`src/rtl/n64_i2s_tx.sv`:
```
// n64_i2s_tx: I2S transmitter. It serializes one parallel stereo PCM pair per
// frame onto ASCLK/ALRCLK/ASDATA. A single-entry hold buffer with a
// valid/ready handshake sits between the sample producer and frame timing.
//
// Ports:
//   AMCLK_i        audio master clock, the only clock
//   nARST          asynchronous active-low reset
//   PDATA_LEFT_i   left sample, two's complement
//   PDATA_RIGHT_i  right sample
//   PDATA_VALID_i  sample pair valid
//   PDATA_READY_o  hold buffer empty; the pair is accepted on VALID & READY
//   ASCLK_o        serial bit clock (AMCLK / (2*SCLK_HALF_DIV))
//   ALRCLK_o       word select, 0 = left, 1 = right
//   ASDATA_o       serial data, MSB first
//   UNDERRUN_o     one-cycle pulse at a frame start with no buffered pair
//
// Build option: define I2S_TX_LEFT_JUSTIFIED_EN for left-justified framing
// (MSB coincident with the ALRCLK edge). The default is standard I2S, where
// the MSB follows the ALRCLK edge by one bit.
module n64_i2s_tx #(
  parameter int unsigned SCLK_HALF_DIV = 2,
  parameter int unsigned SLOT_BITS     = 32,
  parameter int unsigned DATA_WIDTH    = 16
) (
  input  logic                  AMCLK_i,
  input  logic                  nARST,
  input  logic [DATA_WIDTH-1:0] PDATA_LEFT_i,
  input  logic [DATA_WIDTH-1:0] PDATA_RIGHT_i,
  input  logic                  PDATA_VALID_i,
  output logic                  PDATA_READY_o,
  output logic                  ASCLK_o,
  output logic                  ALRCLK_o,
  output logic                  ASDATA_o,
  output logic                  UNDERRUN_o
);

  localparam int unsigned DIV_W      = (SCLK_HALF_DIV > 1) ? $clog2(SCLK_HALF_DIV) : 1;
  localparam int unsigned BIT_W      = $clog2(2 * SLOT_BITS);
  localparam int unsigned IDX_W      = (DATA_WIDTH > 1) ? $clog2(DATA_WIDTH) : 1;
  localparam int unsigned FRAME_LAST = 2 * SLOT_BITS - 1;

  logic [DIV_W-1:0]      divcnt_q, divcnt_d;
  logic [BIT_W-1:0]      bitcnt_q, bitcnt_d;
  logic                  sclk_q, sclk_d;
  logic                  lrclk_q, lrclk_d;
  logic                  sdata_q, sdata_d;
  logic                  underrun_q, underrun_d;
  logic                  hold_empty_q, hold_empty_d;
  logic [DATA_WIDTH-1:0] hold_l_q, hold_l_d;
  logic [DATA_WIDTH-1:0] hold_r_q, hold_r_d;
  logic [DATA_WIDTH-1:0] act_l_q, act_l_d;
  logic [DATA_WIDTH-1:0] act_r_q, act_r_d;

  logic                  div_term;
  logic                  fall;
  logic                  accept;
  logic [BIT_W-1:0]      bit_next;
  logic [BIT_W-1:0]      slot_b;
  logic [DATA_WIDTH-1:0] sample;
  logic [IDX_W-1:0]      idx;

  // Next-state logic: divider, handshake, and serial state on ASCLK falls.
  always_comb begin
    divcnt_d     = divcnt_q;
    bitcnt_d     = bitcnt_q;
    sclk_d       = sclk_q;
    lrclk_d      = lrclk_q;
    sdata_d      = sdata_q;
    underrun_d   = 1'b0;
    hold_empty_d = hold_empty_q;
    hold_l_d     = hold_l_q;
    hold_r_d     = hold_r_q;
    act_l_d      = act_l_q;
    act_r_d      = act_r_q;
    bit_next     = '0;
    slot_b       = '0;
    sample       = '0;
    idx          = '0;

    div_term = (divcnt_q == DIV_W'(SCLK_HALF_DIV - 1));
    fall     = div_term & sclk_q;
    accept   = PDATA_VALID_i & hold_empty_q;

    if (div_term) begin
      divcnt_d = '0;
      sclk_d   = ~sclk_q;
    end else begin
      divcnt_d = divcnt_q + DIV_W'(1);
    end

    if (accept) begin
      hold_l_d     = PDATA_LEFT_i;
      hold_r_d     = PDATA_RIGHT_i;
      hold_empty_d = 1'b0;
    end

    if (fall) begin
      bit_next = (bitcnt_q == BIT_W'(FRAME_LAST)) ? '0 : bitcnt_q + BIT_W'(1);
      bitcnt_d = bit_next;

      // Frame boundary: swap in the held pair, or send silence. An accept in
      // this same cycle has not reached hold yet, so it still counts as underrun.
      if (bit_next == '0) begin
        if (!hold_empty_q) begin
          act_l_d      = hold_l_q;
          act_r_d      = hold_r_q;
          hold_empty_d = 1'b1;
        end else begin
          act_l_d    = '0;
          act_r_d    = '0;
          underrun_d = 1'b1;
        end
      end

      lrclk_d = (bit_next >= BIT_W'(SLOT_BITS));
      slot_b  = lrclk_d ? (bit_next - BIT_W'(SLOT_BITS)) : bit_next;
      sample  = lrclk_d ? act_r_d : act_l_d;

`ifdef I2S_TX_LEFT_JUSTIFIED_EN
      if (32'(slot_b) < DATA_WIDTH) begin
        idx     = IDX_W'(DATA_WIDTH - 32'd1 - 32'(slot_b));
        sdata_d = sample[idx];
      end else begin
        sdata_d = 1'b0;
      end
`else
      if ((slot_b != '0) && (32'(slot_b) <= DATA_WIDTH)) begin
        idx     = IDX_W'(DATA_WIDTH - 32'(slot_b));
        sdata_d = sample[idx];
      end else begin
        sdata_d = 1'b0;
      end
`endif
    end
  end

  // State register.
  always_ff @(posedge AMCLK_i or negedge nARST) begin
    if (!nARST) begin
      divcnt_q     <= '0;
      bitcnt_q     <= BIT_W'(FRAME_LAST);
      sclk_q       <= 1'b0;
      lrclk_q      <= 1'b1;
      sdata_q      <= 1'b0;
      underrun_q   <= 1'b0;
      hold_empty_q <= 1'b1;
      hold_l_q     <= '0;
      hold_r_q     <= '0;
      act_l_q      <= '0;
      act_r_q      <= '0;
    end else begin
      divcnt_q     <= divcnt_d;
      bitcnt_q     <= bitcnt_d;
      sclk_q       <= sclk_d;
      lrclk_q      <= lrclk_d;
      sdata_q      <= sdata_d;
      underrun_q   <= underrun_d;
      hold_empty_q <= hold_empty_d;
      hold_l_q     <= hold_l_d;
      hold_r_q     <= hold_r_d;
      act_l_q      <= act_l_d;
      act_r_q      <= act_r_d;
    end
  end

  assign PDATA_READY_o = hold_empty_q;
  assign ASCLK_o       = sclk_q;
  assign ALRCLK_o      = lrclk_q;
  assign ASDATA_o      = sdata_q;
  assign UNDERRUN_o    = underrun_q;

endmodule

```
`config.mk`:
```
export PLATFORM = sky130hd
export DESIGN_NAME = n64_i2s_tx
export DESIGN_NICKNAME = d
export VERILOG_FILES = /design/src/rtl/n64_i2s_tx.sv
export SDC_FILE = /design/constraint.sdc
export NUM_CORES = 1
export LEC_CHECK = 0
export BUFFER_PORTS_ARGS = -buffer_cell sky130_fd_sc_hd__buf_4
export CAP_MARGIN = 20
export CORE_UTILIZATION = 40
export CTS_BUF_LIST = sky130_fd_sc_hd__clkbuf_8
export DETAILED_ROUTE_END_ITERATION = 8
export PLACE_DENSITY_LB_ADDON = 0.15
export SYNTH_ARGS = -nofsm -noshare
export SYNTH_HDL_FRONTEND = slang
export SYNTH_SLANG_ARGS = --single-unit
```
`constraint.sdc`:
```
create_clock -name AMCLK_i -period 4.3 [get_ports AMCLK_i]
set_input_delay 0.215 -clock AMCLK_i [delete_from_list [all_inputs] [get_ports AMCLK_i]]
set_output_delay 0.215 -clock AMCLK_i [all_outputs]
set_load 0.03 [all_outputs]
```
==> impl_summary.log <==
[metrics] result of the run: complete, but fails checks
[metrics] failing checks: design-rule violations, negative hold slack
[metrics] die area: 9555 sq um
[metrics] worst-path cell chain: ha_1 -> and2_1 -> a32oi_4 -> or3_2 -> mux2_1
[metrics] fraction of synthesized cell area taken by the top area cell type: 46.40%
[metrics] switching power as a share of total power: 24.91%
[metrics] die outline width: 97.75 um
[metrics] area of the placeable core: 8806 sq um
[metrics] Clock H-tree levels: 3
[metrics] delay-heaviest family, CP: simple AND/OR/NAND/NOR gates
[metrics] Worst Hold Class: input port to async pin
[metrics] Placement Rows: 34
[metrics] worst path required time: 4.53 ns
[metrics] share of layout cells above drive strength 1: 28.17%
[metrics] final standard cell area without fillers: 4188 sq um
[metrics] clock tree from TritonCTS: done
[metrics] count of state elements after synthesis: 76
[metrics] worst-case setup margin in the final layout: 0.9761 ns
[metrics] synthesized area per cell: 10.39 sq um
[metrics] worst setup slack after placement: 0.9882 ns
[metrics] post-detailed-route DRC marker count: 4
[metrics] max-slew violations: 0
[metrics] Flop pwr share: 53.1%
[metrics] Filler Cells Inserted: 843
[metrics] via density per instance: 5.281
[metrics] critical path start-end classification: flop to flop
[metrics] Setup Fix Bufs, Post-CTS: 0
[metrics] cell internal power dissipation: 1.255 mW
[metrics] largest cells by area after synthesis: sky130_fd_sc_hd__dfrtp_1, sky130_fd_sc_hd__mux2_2, sky130_fd_sc_hd__nand2_1, sky130_fd_sc_hd__dfstp_2, sky130_fd_sc_hd__o21ai_1
[metrics] fraction of synthesis flops using an asynchronous set or reset pin: 100.0%
[metrics] worst reg-to-reg path cell count: 5
[metrics] Unique masters post-synth: 58
[metrics] area of the multi-input gates: 1605 sq um
[metrics] total wire length after detailed routing: 7295 um
[metrics] CP Capture Type: flop
[metrics] via count of the first global-routing pass: 2681
[metrics] CTS Buf Count: 9
[metrics] I/O Pins: 40
[metrics] Mapped Cells: 353
[metrics] setup repair after global routing missed its margin: false
[metrics] initial antenna violation count: 0
[metrics] vias post-DR: 2614
[metrics] CTS hold repair buffers: 0
[metrics] cell with the largest stage delay on the worst path: sky130_fd_sc_hd__or3_2
[metrics] total negative setup slack: 0 ns
[metrics] worst-path maximum fanout: 65
[metrics] maximum single-stage delay on the critical path: 1.00 ns
[metrics] worst-margin pin slew: 1.005 ns
[metrics] commonest cells after routing, fill and taps aside: sky130_fd_sc_hd__nand2_1, sky130_fd_sc_hd__dfrtp_1, sky130_fd_sc_hd__buf_4
[metrics] net total in the final layout: 418
[metrics] Post-synth EDFFs: 0
[metrics] share of the yosys chip area belonging to registers: 52.13%
[metrics] Post-Syn Nets: 389
[metrics] master cell of the clock root buffer: sky130_fd_sc_hd__clkbuf_8
[metrics] FF+latch area: 1912 sq um
[metrics] maximum number of pins on one net before global-route repair: 77
[metrics] routed length per placed instance: 14.74 um
[metrics] Worst Clk Skew: 0.006229 ns
[metrics] maximum frequency from static timing analysis: 300.9 MHz
[metrics] endpoint arrival time on the critical path: 3.56 ns
[metrics] clock slew at the register clock pins of the worst setup and hold paths: 0.08 ns
[metrics] ys flop type: sky130_fd_sc_hd__dfrtp_1
[metrics] area overhead of the layout relative to synthesis: 14.19%
[metrics] leading cell type in the layout, fill and taps excluded: sky130_fd_sc_hd__nand2_1
[metrics] Buf/Inv on CP: 0
[metrics] FF-to-FF End: act_l_q[3]$_DFFE_PN0P_
[metrics] worst r2r src: bitcnt_q[0]$_DFFE_PN1P_
[metrics] y dimension of the die: 97.75 um
[metrics] TritonCTS Sinks: 76
[metrics] portion of total power attributed to the clock network: 32.9%
[metrics] Final setup violation count: 0
[metrics] Static Leak: 1.901 nW
[metrics] maximum vdd drop: 0.0002055 V
[metrics] Final Hold Fails: 2
[metrics] cell area power density: 399.1 nW/um^2
[metrics] first-iteration detailed-routing DRC count: 113
[metrics] Area after DPL: 3986 sq um
[metrics] area of the mapped netlist: 3667 sq um
[metrics] Max transition margin: 33.01%
[metrics] number of warnings reported in the yosys synthesis log: 0
[metrics] total net switching power: 416.4 uW
[metrics] flop-to-flop setup slack: 0.98 ns
[metrics] kind of start point of the critical path: flop
[metrics] Port Buf Inserts: 39
[metrics] combinational group share of total power: 14.1%
[metrics] final worst-path cycle share: 77.30%
[metrics] first drt pass iteration count: 7
[metrics] All-Layer GR Usage: 17.29%
[metrics] Final Critical Period: 3.324 ns
[metrics] total congestion overflow after global routing: 0
[metrics] global-route wire length before repair: 13080 um
[metrics] global placement routability congestion: 0.8578
[metrics] hold slack final: -0.004516 ns
[metrics] count of inserted antenna diode cells: 0
[metrics] DP Wirelength: 4883 um
[metrics] Max Cap Viol: 0
[metrics] final antenna-violating net count: 0
[metrics] count of cells resized by post-cts repair: 0
[metrics] Initial Utilization: 41.65%
[metrics] cell taking the most area after synthesis: sky130_fd_sc_hd__dfrtp_1
[metrics] worst-skew pair later-pin latency: 0.35 ns
[metrics] clk buf depth: 2
## flip-flops by register name (all words and copies together) (netlist names)
| register | cells |
|---|---|
| act_l_q | 16 |
| act_r_q | 16 |
| hold_l_q | 16 |
| hold_r_q | 16 |
| bitcnt_q | 6 |
| ALRCLK_o | 1 |
| ASCLK_o | 1 |
| ASDATA_o | 1 |
| PDATA_READY_o | 1 |
| UNDERRUN_o | 1 |
| div_term | 1 |
## layout make-up
class	instances	share of cell area, %
multi-input cells	247	38.33
clock buffers	11	3.615
flip-flops and latches	76	45.65
well taps	108	3.227
inverters	7	0.6274
repair buffers	41	7.350
clock inverters	5	1.195
## power by group through the flow
stage	Clock, mW	Sequential (mW)	Combinational (mW)
2_1_floorplan	0	0.883	0.171
3_3_place_gp	0	0.903	0.234
3_5_place_dp	0	0.903	0.241
4_1_cts	0.565	0.889	0.242
5_1_grt	0.590	0.905	0.266
6_report	0.549	0.887	0.235
## per-stage QoR
step                util (%)  total power [mW]  hold WS, ns  cells
detailed placement     45.27             1.144       0.4290    479
global placement       45.27             1.136       0.4261    479
floorplan                  -             1.054     -0.08059    353
global route           47.56             1.762      0.07872    495
CTS                    47.56             1.696      0.04595    495
finish                 47.56             1.672    -0.004516    495
## kinds of logic (layout without fill, tap and decap cells)
logic type / after synthesis / after routing / synth area share [%]
compound gates: 88 / 88 / 16.51
xor+xnor: 3 / 3 / 0.7166
fa+ha+maj: 1 / 1 / 0.3411
buf+inv: 30 / 64 / 4.128
flops: 76 / 76 / 52.13
mux: 41 / 41 / 13.10
simple gates: 114 / 114 / 13.07
## metal layers
| metal | GRT usage, % | share of wire (%) |
|---|---|---|
| met5 | 0 | 0 |
| met4 | 8.042 | 2.1 |
| met3 | 3.150 | 4.0 |
| met2 | 27.82 | 47 |
| met1 | 22.80 | 47 |
## cells in the mapped netlist, types with 3 or more instances
library cell	number
sky130_fd_sc_hd__and2_1	4
sky130_fd_sc_hd__a211oi_1	3
sky130_fd_sc_hd__dfrtp_1	68
sky130_fd_sc_hd__o22ai_1	3
sky130_fd_sc_hd__o31ai_1	3
sky130_fd_sc_hd__nand2_1	80
sky130_fd_sc_hd__mux2_2	33
sky130_fd_sc_hd__mux2i_1	3
sky130_fd_sc_hd__mux2_1	3
sky130_fd_sc_hd__o21ai_0	8
sky130_fd_sc_hd__o21ai_1	31
sky130_fd_sc_hd__a21oi_1	9
sky130_fd_sc_hd__buf_6	3
sky130_fd_sc_hd__dfstp_2	8
sky130_fd_sc_hd__clkbuf_1	5
sky130_fd_sc_hd__inv_1	7
sky130_fd_sc_hd__buf_2	10
sky130_fd_sc_hd__a21o_1	5
sky130_fd_sc_hd__nor2_1	13
sky130_fd_sc_hd__o211ai_1	3
sky130_fd_sc_hd__nand3_1	5
sky130_fd_sc_hd__buf_1	4
## how the worst max path moves through the flow
stage                                 start  cells after the start  slack, ns                endpoint
global route        bitcnt_q[0]$_DFFE_PN1P_                      5       0.74  act_l_q[3]$_DFFE_PN0P_
detailed placement  bitcnt_q[0]$_DFFE_PN1P_                      5       0.99  act_l_q[3]$_DFFE_PN0P_
global placement    bitcnt_q[0]$_DFFE_PN1P_                      5       1.05  act_l_q[3]$_DFFE_PN0P_
CTS                 bitcnt_q[0]$_DFFE_PN1P_                      5       0.99  act_l_q[3]$_DFFE_PN0P_
finish              bitcnt_q[0]$_DFFE_PN1P_                      5       0.98  act_l_q[3]$_DFFE_PN0P_
floorplan           bitcnt_q[1]$_DFFE_PN1P_                     11       1.97  act_l_q[6]$_DFFE_PN0P_
Power figures use the tool's default switching activity.
